<file path="src/rtl/mips_run_controller.sv">
// Run/dump sequencer for mips_core: holds the core in reset, runs it for a
// programmed number of enabled cycles, then streams a data-memory word range
// out on a valid/ready interface through the single memory read port.
module mips_run_controller #(
  parameter int N          = 32,
  parameter int AW         = 10,
  parameter int CW         = 32,
  parameter int RESET_HOLD = 2
) (
  input  logic          clk,
  input  logic          rstb,
  input  logic          start,
  input  logic          abort,
  input  logic [CW-1:0] num_cycles,
  input  logic [AW:0]   dump_start,
  input  logic [AW:0]   dump_stop,
  output logic          core_rstb,
  output logic          core_ena,
  output logic          dmem_rd_ena,
  output logic [AW-1:0] dmem_addr,
  input  logic [N-1:0]  dmem_rd_data,
  output logic          dump_valid,
  input  logic          dump_ready,
  output logic [AW-1:0] dump_addr,
  output logic [N-1:0]  dump_data,
  output logic          busy,
  output logic          done,
  output logic [CW-1:0] cycle_count
);

  localparam int HW = (RESET_HOLD > 1) ? $clog2(RESET_HOLD) : 1;
  localparam logic [HW-1:0] HOLD_LAST = HW'(RESET_HOLD - 1);
  localparam logic [HW-1:0] HW_ONE    = 1;
  localparam logic [CW-1:0] CW_ONE    = 1;
  localparam logic [AW:0]   PTR_ONE   = 1;

  typedef enum logic [2:0] {
    S_IDLE,
    S_HOLD,
    S_RUN,
    S_DUMP_RD,
    S_DUMP_CAP,
    S_DUMP_OUT,
    S_DONE
  } state_t;

  state_t        state;
  state_t        state_nxt;
  logic [CW-1:0] lat_cycles;
  logic [AW:0]   lat_start;
  logic [AW:0]   lat_stop;
  logic [AW:0]   ptr;
  logic [AW:0]   ptr_inc;
  logic [HW-1:0] hold_cnt;
  logic          hold_last;
  logic          run_last;
  logic          range_ok;
  logic          start_ok;
  logic          load_ptr;
  logic          advance;

  assign ptr_inc   = ptr + PTR_ONE;
  assign hold_last = (hold_cnt == HOLD_LAST);
  assign run_last  = ((cycle_count + CW_ONE) == lat_cycles);
  // A start address beyond the memory is treated as an empty range.
  assign range_ok  = (lat_stop > lat_start) && !lat_start[AW];

  // Outputs are pure state decodes (plus the registered pointer/data).
  assign core_rstb   = !(state == S_IDLE || state == S_HOLD);
  assign core_ena    = (state == S_RUN);
  assign dmem_rd_ena = (state == S_DUMP_RD);
  assign dmem_addr   = ptr[AW-1:0];
  assign dump_valid  = (state == S_DUMP_OUT);
  assign busy        = !(state == S_IDLE || state == S_DONE);
  assign done        = (state == S_DONE);

  // State register.
  always_ff @(posedge clk or negedge rstb) begin
    if (!rstb) begin
      state <= S_IDLE;
    end else begin
      state <= state_nxt;
    end
  end

  // Next-state decode and datapath strobes; abort overrides everything.
  always_comb begin
    state_nxt = state;
    start_ok  = 1'b0;
    load_ptr  = 1'b0;
    advance   = 1'b0;
    case (state)
      S_IDLE, S_DONE: begin
        if (start) begin
          start_ok  = 1'b1;
          state_nxt = S_HOLD;
        end
      end
      S_HOLD: begin
        if (hold_last) begin
          if (lat_cycles == '0) begin
            load_ptr  = range_ok;
            state_nxt = range_ok ? S_DUMP_RD : S_DONE;
          end else begin
            state_nxt = S_RUN;
          end
        end
      end
      S_RUN: begin
        if (run_last) begin
          load_ptr  = range_ok;
          state_nxt = range_ok ? S_DUMP_RD : S_DONE;
        end
      end
      S_DUMP_RD:  state_nxt = S_DUMP_CAP;
      S_DUMP_CAP: state_nxt = S_DUMP_OUT;
      S_DUMP_OUT: begin
        if (dump_ready) begin
          advance   = 1'b1;
          state_nxt = (ptr_inc == lat_stop) ? S_DONE : S_DUMP_RD;
        end
      end
      default: state_nxt = S_IDLE;
    endcase
    if (abort) begin
      state_nxt = S_IDLE;
      start_ok  = 1'b0;
      load_ptr  = 1'b0;
      advance   = 1'b0;
    end
  end

  // Latched run parameters, hold/cycle counters and the dump pointer.
  always_ff @(posedge clk or negedge rstb) begin
    if (!rstb) begin
      lat_cycles  <= '0;
      lat_start   <= '0;
      lat_stop    <= '0;
      cycle_count <= '0;
      hold_cnt    <= '0;
      ptr         <= '0;
    end else begin
      if (start_ok) begin
        lat_cycles  <= num_cycles;
        lat_start   <= dump_start;
        lat_stop    <= dump_stop;
        cycle_count <= '0;
        hold_cnt    <= '0;
      end
      if (state == S_HOLD && !hold_last) begin
        hold_cnt <= hold_cnt + HW_ONE;
      end
      if (state == S_RUN) begin
        cycle_count <= cycle_count + CW_ONE;
      end
      if (load_ptr) begin
        ptr <= lat_start;
      end else if (advance) begin
        ptr <= ptr_inc;
      end
    end
  end

  // Capture the read word one cycle after the strobe; held until handshake.
  always_ff @(posedge clk or negedge rstb) begin
    if (!rstb) begin
      dump_data <= '0;
      dump_addr <= '0;
    end else if (state == S_DUMP_CAP) begin
      dump_data <= dmem_rd_data;
      dump_addr <= ptr[AW-1:0];
    end
  end

endmodule

</file>
<file path="config.mk">
export PLATFORM = sky130hd
export DESIGN_NAME = mips_run_controller
export DESIGN_NICKNAME = d
export VERILOG_FILES = /design/src/rtl/mips_run_controller.sv
export SDC_FILE = /design/constraint.sdc
export NUM_CORES = 1
export LEC_CHECK = 0
export CAP_MARGIN = 30
export CORE_MARGIN = 1.5
export CORE_UTILIZATION = 52
export CTS_CLUSTER_DIAMETER = 120
export CTS_CLUSTER_SIZE = 28
export DETAILED_ROUTE_END_ITERATION = 8
export PLACE_DENSITY_LB_ADDON = 0.25
export SLEW_MARGIN = 20
export SYNTH_ARGS = -nofsm -noshare
export SYNTH_HDL_FRONTEND = slang
export SYNTH_SLANG_ARGS = --single-unit
</file>
<file path="constraint.sdc">
create_clock -name clk -period 3.6 [get_ports clk]
set_clock_uncertainty 0.2 [all_clocks]
set_input_delay 0.9 -clock clk [delete_from_list [all_inputs] [get_ports clk]]
set_output_delay 0.9 -clock clk [all_outputs]
set_load 0.02 [all_outputs]
</file>
==> flow_summary.toml, run 1 <==
[timing]
worst_pin_slew_ns = 0.861
final_max_slew_viol_count = 0
rsz0062_at_grt = "false"
setup-violations-final = 0
fmax_mhz = 290
min_period_ns = 3.44
tns_ns = 0
finalHoldViolCount = 0
slew_headroom_pct = 42.4
post-route-period-util_pct = 95.6

[worst_setup_path]
worst_ep_arrival_time_ns = 3.55
critPathCaptureType = "flip-flop"
crit_chain = "nand4_2 > nor4_4 > buf_4 > and4_1 > mux2i_1 > nand2_1 > nor4_4 > and3_4 > a21oi_4 > o221a_1"
path_buf_inv = 1
crit_fanout = 9
slowest_stage = "dfrtp_1"
slowest_delay_ns = 0.51
startpoint_type = "flip-flop"
crit_top_cell = "nor4_4"
worst-setup-path-type = "reg -> reg"
cp_top_family = "simple AND/OR/NAND/NOR gates"
crit_required_ns = 3.71

[clock_tree]
cts.repair.resized = 0
root_buffer = "clkbuf_16"
cts.sink_count = 143
cts_htree_levels = 4
clk_path_buf_depth = 2
hold_buffers = 0
cts_tree = "yes"
post_cts_buffers = 0
clk_pin_slew_ns = 0.07
clk_latency_ns = 0.43
numCtsBuffers = 17

[final_layout]
fin_area_mm2 = 0.0111
n_antenna_cell = 0
layout.filler_cells = 1167
final_util_pct = 72.3
area_growth_syn_to_layout_pct = 33.9
fin_nets = 1132
drive_gt1_share_pct = 19.1

[route]
route.detailed.drc = 0
routed_wl_um = 24900
post_drt_wl_per_cell_um = 19.9
num_vias = 7426
ant_nets = 0
dr.pass1.iters = 5
drt_iter0_markers = 716
viasPerCell = 5.93

[synthesis]
ys_warn_count = 0
synth_area_leader_cell = "dfrtp_1"
synth_area_leaders = "dfrtp_1 43%, mux2_2 12%, xnor2_1 3.9%, o21ai_0 3.7%, nand2_1 3.1%"
ys_seq_elements = 143
async_flop_share_pct = 100
synthDistinctLibCells = 75
synth_top_area_share_pct = 43.2
synthCells = 844
synth_ff_type = "dfrtp_1"
ys_seq_area_share_pct = 43.2
synthesis.nets = 948
syn_area_mm2 = 0.00829
synth_area_per_cell_um2 = 9.83
synth_edf_count = 0

[power_and_ir_drop]
p_leak_nw = 4.59
p_per_area_mw_per_mm2 = 684
vdd_drop_max_v = 0.000514

[floorplanning]
ios = 181
core_mm2 = 0.0154
die_y_um = 129
rows = 45
die_w_um = 129
dieArea_mm2 = 0.0167
start_util_pct = 54.0

[flow_run]
drv_cap = 0

[global_route]
grt_use_total_pct = 30.5
grt_pass1_vias = 7360
grt_overflow = 0
grt_start_max_net_pins = 69
grt_pass1_wl_um = 39100
antenna_found_initial = 0

[worst_hold_path]
holdCritPathClass = "in -> async"

[place]
gp_congestion = 0.982
io_buffers = 180
placedInstanceArea_mm2 = 0.0104
dp_hpwl_um = 18300

[run_status]
status = "finished, final reports clean"
state kept, by name, summed over array words and instances (netlist names):
signal       cells
cycle_count     32
dump_addr       10
dump_data       32
hold_cnt         1
lat_cycles      32
lat_start       11
lat_stop        11
ptr             11
state            3
worst reg2reg max path: cells and delay by family (launching register included):
kind / cells / cell delay [ns]
AO/OA/AOI/OAI: 2 / 0.39
buffers and inverters: 1 / 0.18
flip-flops: 1 / 0.51
multiplexers: 1 / 0.34
AND/OR/NAND/NOR: 6 / 1.71
cells by family (layout without fill, tap and decap cells):
group                      after synthesis  after routing  share of synthesized area [%]
AOI/OAI and AO/OA                      171            171                           13.2
xor gates and xnor gates                58             58                           6.13
adders and majority gates               13             13                           1.96
buffers and inverters                   85            282                           4.62
DFF                                    143            143                           43.2
muxes                                   88             88                           11.9
and+or+nand+nor                        286            286                           19.0
cells in the mapped netlist (4+ instances only):
library cell,count
o41ai_1,7
nor4_4,4
xor2_1,21
a21oi_1,24
or3_1,5
a211oi_1,6
o21ai_0,61
buf_2,9
and4_1,8
mux2_2,85
clkbuf_1,34
nand2b_1,6
nand4_1,23
and2_1,6
and3_1,13
nor3_1,20
a22oi_1,8
buf_4,14
xnor2_1,37
nand3_1,22
nor2_1,63
o31ai_1,14
nand2_1,69
inv_1,23
dfrtp_1,143
nor4_1,17
a31oi_1,10
nor2b_1,5
o21a_1,8
ha_1,13
where the power goes:
group,switching [W],internal [W]
registers,0.000535,0.00214
clock network,0.000802,0.00106
logic,0.00154,0.00152
final cells by class:
class	count	area (um^2)	share of cell area, %
flip-flops and latches	143	3580	32.3
multi-input cells	616	4400	39.6
inverters	26	97.6	0.879
clock buffers	17	425	3.83
well taps	211	264	2.38
clock inverters	15	194	1.75
repair buffers	224	2150	19.3
cell usage in the layout, fill, tap and decap left out, types with 8 or more instances in the layout:
cell	count
clkdlybuf4s50_1	179
inv_1	23
and3_1	13
dfrtp_1	139
a31oi_1	10
a22oi_1	8
buf_4	43
nor4_1	15
ha_1	12
clkbuf_16	17
o21ai_0	61
nand2_1	69
nor3_1	18
o21a_1	8
nand4_1	23
nand3_1	21
and4_1	8
xnor2_1	37
nor2_1	62
a21oi_1	24
mux2_2	85
o31ai_1	14
xor2_1	21
through the flow:
stage,power [W],hold slack [ns],instances,setup WS (ns)
2_1_floorplan,0.00449,0.240,844,0.112
3_3_place_gp,0.00564,0.253,1220,0.180
3_5_place_dp,0.00571,0.277,1220,0.0378
4_1_cts,0.00760,0.253,1252,0.0291
5_1_grt,0.00800,0.279,1252,0.00724
6_report,0.00760,0.244,1252,0.157
final timing paths:
kind	from	endpoint	slack [ns]	cells past startpoint
min in group clk	hold_cnt$_DFFE_PN0P_	hold_cnt$_DFFE_PN0P_	0.28	1
max in group asynchronous	rstb	lat_cycles[21]$_DFFE_PN0P_	2.19	2
hold reg to reg	hold_cnt$_DFFE_PN0P_	hold_cnt$_DFFE_PN0P_	0.28	1
setup reg to reg	cycle_count[9]$_DFFE_PN0P_	ptr[1]$_DFFE_PN0P_	0.16	10
hold / removal	rstb	cycle_count[7]$_DFFE_PN0P_	0.24	1
setup / recovery	cycle_count[9]$_DFFE_PN0P_	ptr[1]$_DFFE_PN0P_	0.16	10
per-layer routing:
metal / GRT usage, % / wire, um
met1: 41.7 / 10800
met2: 47.6 / 11600
met3: 8.01 / 1910
met4: 9.85 / 521
met5: 0 / 0
No activity file was read; power rests on OpenSTA's default activity.
==> run 2: changes to the inputs <==
--- a/config.mk
+++ b/config.mk
@@ -6,7 +6,7 @@
 export NUM_CORES = 1
 export LEC_CHECK = 0
 export CAP_MARGIN = 30
-export CORE_MARGIN = 1.5
+export CORE_MARGIN = 3
 export CORE_UTILIZATION = 52
 export CTS_CLUSTER_DIAMETER = 120
 export CTS_CLUSTER_SIZE = 28
==> flow_summary.toml, run 2 (synthesis results as in run 1) <==
[worst_setup_path]
startpoint_type = "flip-flop"
crit_fanout = 9
worst-setup-path-type = "reg -> reg"
crit_required_ns = 3.71
crit_chain = "nand4_4 > nor4_2 > buf_4 > and4_1 > mux2i_1 > nand2_1 > nor4_4 > and3_4 > a21oi_4 > o221a_1"
timing.rr.start = "cycle_count[5]$_DFFE_PN0P_"
crit_start = "cycle_count[5]$_DFFE_PN0P_"
slowest_delay_ns = 0.50
critPathCaptureType = "flip-flop"
slowest_stage = "dfrtp_1"
worst_ep_arrival_time_ns = 3.60

[worst_hold_path]
holdCritPathClass = "in -> async"

[timing]
final_max_slew_viol_count = 0
worst_pin_slew_ns = 0.956
min_period_ns = 3.49
rsz0062_at_grt = "true"
finalHoldViolCount = 0
setup-violations-final = 0
worst_slack_ns = 0.112
fmax_mhz = 287
slew_headroom_pct = 36.0
post-route-period-util_pct = 96.9
whs_ns = 0.276

[global_route]
grt_overflow = 0
grt_pass1_wl_um = 40600
grt_use_total_pct = 29.2
antenna_found_initial = 1
grt_start_max_net_pins = 73
grt_pass1_vias = 7331

[run_status]
status = "finished, final reports clean"

[place]
gp_congestion = 0.998
dpl_worst_slack_ns = 0.0746
placed_cells = 1232
placedInstanceArea_mm2 = 0.0105
dp_hpwl_um = 19000
io_buffers = 180

[power_and_ir_drop]
total_power_w = 0.00767
vdd_drop_max_v = 0.000555
p_leak_nw = 4.65
p_per_area_mw_per_mm2 = 686

[clock_tree]
clk_latency_ns = 0.43
numCtsBuffers = 17
cts.repair.resized = 0
cts_tree = "yes"
cts_htree_levels = 4
root_buffer = "clkbuf_16"
post_cts_buffers = 0
cts.sink_count = 143
clk_path_buf_depth = 2
hold_buffers = 0
clk_pin_slew_ns = 0.06

[final_layout]
final_cell_count_no_fill = 1265
drive_gt1_share_pct = 19.7
fin_nets = 1144
final_common_cell = "clkdlybuf4s50_1"
area_growth_syn_to_layout_pct = 34.9
final_cell_mix = "179 x clkdlybuf4s50_1, 142 x dfrtp_1, 85 x mux2_2, 69 x nand2_1, 62 x nor2_1"
reg.largest.list = "cycle_count x32, dump_data x32, lat_cycles x32"
fin_area_mm2 = 0.0112

[route]
routed_wl_um = 25500
ant_nets = 0
wl_met2_um = 11900
post_drt_wl_per_cell_um = 20.2
num_vias = 7497
wl_met1_um = 11000
top_layer_used = "met4"
drt_iter0_markers = 970
dr.pass1.iters = 5
wl_met3_um = 1990
viasPerCell = 5.93
route.detailed.drc = 0

[floorplanning]
die_w_um = 132
start_util_pct = 53.8
ios = 181
dieArea_mm2 = 0.0175
die_y_um = 132
rows = 45
core_mm2 = 0.0154

[flow_run]
drv_cap = 0
## run 2: cell types whose count changed in the layout (fill, tap and decap cells not counted), moves of 2 or more
cell / previous run / this run
buf_4: 43 / 56
dfrtp_1: 139 / 142
dfrtp_2: 4 / 1
clkinvlp_4: 2 / 0
## run 2: final timing paths
kind / endpoint / slack [ns] / depth (start not counted)
worst max-delay path: ptr[1]$_DFFE_PN0P_ / 0.11 / 10
worst min-delay path: dump_addr[7]$_DFFE_PN0N_ / 0.28 / 1
worst max register to register: ptr[1]$_DFFE_PN0P_ / 0.11 / 10
worst min register to register: hold_cnt$_DFFE_PN0P_ / 0.28 / 1
max in group asynchronous: cycle_count[21]$_DFFE_PN0P_ / 2.14 / 2
min in group clk: hold_cnt$_DFFE_PN0P_ / 0.28 / 1
## run 2: power by group
part,switching [W],total (W),internal (W)
clock,0.000792,0.00192,0.00113
sequential,0.000543,0.00268,0.00214
combinational,0.00155,0.00307,0.00152
## run 2: cell type report
class / instances / area, um^2
multi-input combinational: 616 / 4380
fill: 1183 / 4240
sequential: 143 / 3580
timing repair buffer: 236 / 2220
clock buffer: 17 / 425
tap: 211 / 264
clock inverter: 15 / 209
inverter: 26 / 97.6
antenna: 1 / 2.50
## run 2: metrics by stage
step	util, %	setup TNS (ns)
after floorplan	-	0
after global placement	68.1	0
after detailed placement	68.1	0
after CTS	72.2	0
after global routing	72.5	-0.0291
final	72.5	0
## run 2: worst max-delay path: cells and delay by family, from the launching register on
| family | cells | cell delay [ns] |
|---|---|---|
| and+or+nand+nor | 6 | 1.72 |
| DFF | 1 | 0.50 |
| AOI/OAI and AO/OA | 2 | 0.39 |
| muxes | 1 | 0.35 |
| buffers and inverters | 1 | 0.20 |
## run 2: layer usage
| layer | GRT usage, % | vias to the layer above |
|---|---|---|
| li1 | - | 3455 |
| met1 | 40.7 | 3628 |
| met2 | 45.0 | 362 |
| met3 | 7.29 | 52 |
| met4 | 9.53 | 0 |
| met5 | 0 | - |
==> run 3: changes to the inputs <==
--- a/config.mk
+++ b/config.mk
@@ -6,11 +6,12 @@
 export NUM_CORES = 1
 export LEC_CHECK = 0
 export CAP_MARGIN = 30
-export CORE_MARGIN = 3
-export CORE_UTILIZATION = 52
+export CORE_MARGIN = 5
+export CORE_UTILIZATION = 64
 export CTS_CLUSTER_DIAMETER = 120
 export CTS_CLUSTER_SIZE = 28
 export DETAILED_ROUTE_END_ITERATION = 8
+export DONT_BUFFER_PORTS = 1
 export PLACE_DENSITY_LB_ADDON = 0.25
 export SLEW_MARGIN = 20
 export SYNTH_ARGS = -nofsm -noshare
==> flow_summary.toml, run 3 (synthesis results as in run 1) <==
[run_status]
status = "complete, but fails checks"
violations = "hold timing"

[route]
num_vias = 7099
route.detailed.drc = 0
ant_nets = 0
post_drt_wl_per_cell_um = 23.8
drt_iter0_markers = 915
viasPerCell = 6.69
routed_wl_um = 25200
dr.pass1.iters = 7

[final_layout]
final_util_pct = 74.2
drive_gt1_share_pct = 25.3
layout.filler_cells = 916
fin_area_mm2 = 0.00940
final_cell_mix = "142 x dfrtp_1, 85 x mux2_2, 72 x buf_4, 69 x nand2_1"
n_antenna_cell = 0
reg.largest.list = "cycle_count x32, dump_data x32, lat_cycles x32"
fin_nets = 980
area_growth_syn_to_layout_pct = 13.4
final_common_cell = "dfrtp_1"

[place]
dpl_worst_slack_ns = 0.0879
gp_congestion = 0.998
placedInstanceArea_mm2 = 0.00877
io_buffers = 0
dp_hpwl_um = 18400

[timing]
fmax_mhz = 288
whs_ns = -0.0303
rsz0062_at_grt = "true"
final_max_slew_viol_count = 0
min_period_ns = 3.47
slew_headroom_pct = 54.1
worst_slack_ns = 0.128
finalHoldViolCount = 39
post-route-period-util_pct = 96.4
tns_ns = 0
worst_pin_slew_ns = 0.684
setup-violations-final = 0

[clock_tree]
clk_pin_slew_ns = 0.07
cts.sink_count = 143
cts_tree = "yes"
clk_latency_ns = 0.42
root_buffer = "clkbuf_16"
clk_path_buf_depth = 2
cts_htree_levels = 4
numCtsBuffers = 17

[floorplanning]
rows = 41
die_y_um = 124
start_util_pct = 65.4
die_w_um = 124
ios = 181
core_mm2 = 0.0127
dieArea_mm2 = 0.0153

[power_and_ir_drop]
p_per_area_mw_per_mm2 = 750
vdd_drop_max_v = 0.000622
total_power_w = 0.00705
p_leak_nw = 4.03

[worst_setup_path]
path_buf_inv = 1
reg2reg_slack_ns = 0.13
critPathCaptureType = "flip-flop"
crit_start = "lat_stop[10]$_DFFE_PN0P_"
slowest_stage = "and2_0"
reg2reg_depth = 10
path_depth = 10
r2r_end = "ptr[1]$_DFFE_PN0P_"
slowest_delay_ns = 0.51
worst-setup-path-type = "reg -> reg"
cp_top_family = "simple AND/OR/NAND/NOR gates"
worst_ep_arrival_time_ns = 3.58
startpoint_type = "flip-flop"
crit_required_ns = 3.71
crit_fanout = 9
timing.rr.start = "lat_stop[10]$_DFFE_PN0P_"
crit_chain = "ha_1 > nand4_1 > nor3_1 > o21a_1 > o31ai_1 > buf_4 > nor2_1 > and2_0 > a21oi_4 > o221a_1"
cp-endpoint = "ptr[1]$_DFFE_PN0P_"

[global_route]
grt_overflow = 0
grt_pass1_wl_um = 39400
grt_start_max_net_pins = 144
grt_pass1_vias = 7234
antenna_found_initial = 1
grt_use_total_pct = 33.5

[worst_hold_path]
holdCritPathClass = "in -> async"

[flow_run]
drv_cap = 0
run 3: cell count changes in the layout (fill, tap and decap cells not counted), sizes merged:
cell	delta
inv	-2
clkinv	+2
clkbuf	+1
bufinv	-2
clkdlybuf4s50	-179
diode	-1
buf	+15
clkinvlp	+1
run 3: how the worst min path moves through the flow:
| stage | from | to | slack, ns | cells past startpoint |
|---|---|---|---|---|
| after floorplan | hold_cnt$_DFFE_PN0P_ | hold_cnt$_DFFE_PN0P_ | 0.24 | 1 |
| after global placement | hold_cnt$_DFFE_PN0P_ | hold_cnt$_DFFE_PN0P_ | 0.26 | 1 |
| after detailed placement | hold_cnt$_DFFE_PN0P_ | hold_cnt$_DFFE_PN0P_ | 0.28 | 1 |
| after CTS | rstb | cycle_count[14]$_DFFE_PN0P_ | -0.04 | 0 |
| after global routing | rstb | lat_start[3]$_DFFE_PN0P_ | -0.04 | 0 |
| final | rstb | cycle_count[22]$_DFFE_PN0P_ | -0.03 | 0 |
run 3: where the power goes:
| group | leakage [nW] | internal [W] | total [W] | switching [W] |
|---|---|---|---|---|
| Sequential | 1.81 | 0.00214 | 0.00298 | 0.000837 |
| Clock | 0.288 | 0.000996 | 0.00177 | 0.000769 |
| Combinational | 1.93 | 0.00109 | 0.00231 | 0.00122 |
| Total | 4.03 | 0.00422 | 0.00705 | 0.00283 |
run 3: per-stage QoR:
stage,cells,hold WS (ns)
after floorplan,844,0.240
after global placement,1028,0.259
after detailed placement,1028,0.282
after CTS,1060,-0.0409
after global routing,1061,-0.0420
final,1061,-0.0303
run 3: final cells by class:
cell class,count,area [um^2],area share (%)
Clock buffer,18,439,4.67
Inverter,26,97.6,1.04
Timing Repair Buffer,72,541,5.75
Tap cell,172,215,2.29
Sequential cell,143,3580,38.1
Clock inverter,14,146,1.56
Multi-Input combinational cell,616,4380,46.6
run 3: repair_timing:
item                                    4_1_cts  5_1_grt
endpoints found under the setup margin        0       10
hold endpoints to repair                    143      143
setup buffers                                 0        1
resized for setup                             0       11
run 3: per-layer routing:
layer  wire (um)  vias up  GRT usage, %
met5          20        -             0
met4         586        2          10.1
met3        2560       60          10.8
met2       12200      399          53.8
met1        9870     3518          43.3
li1            -     3120             -
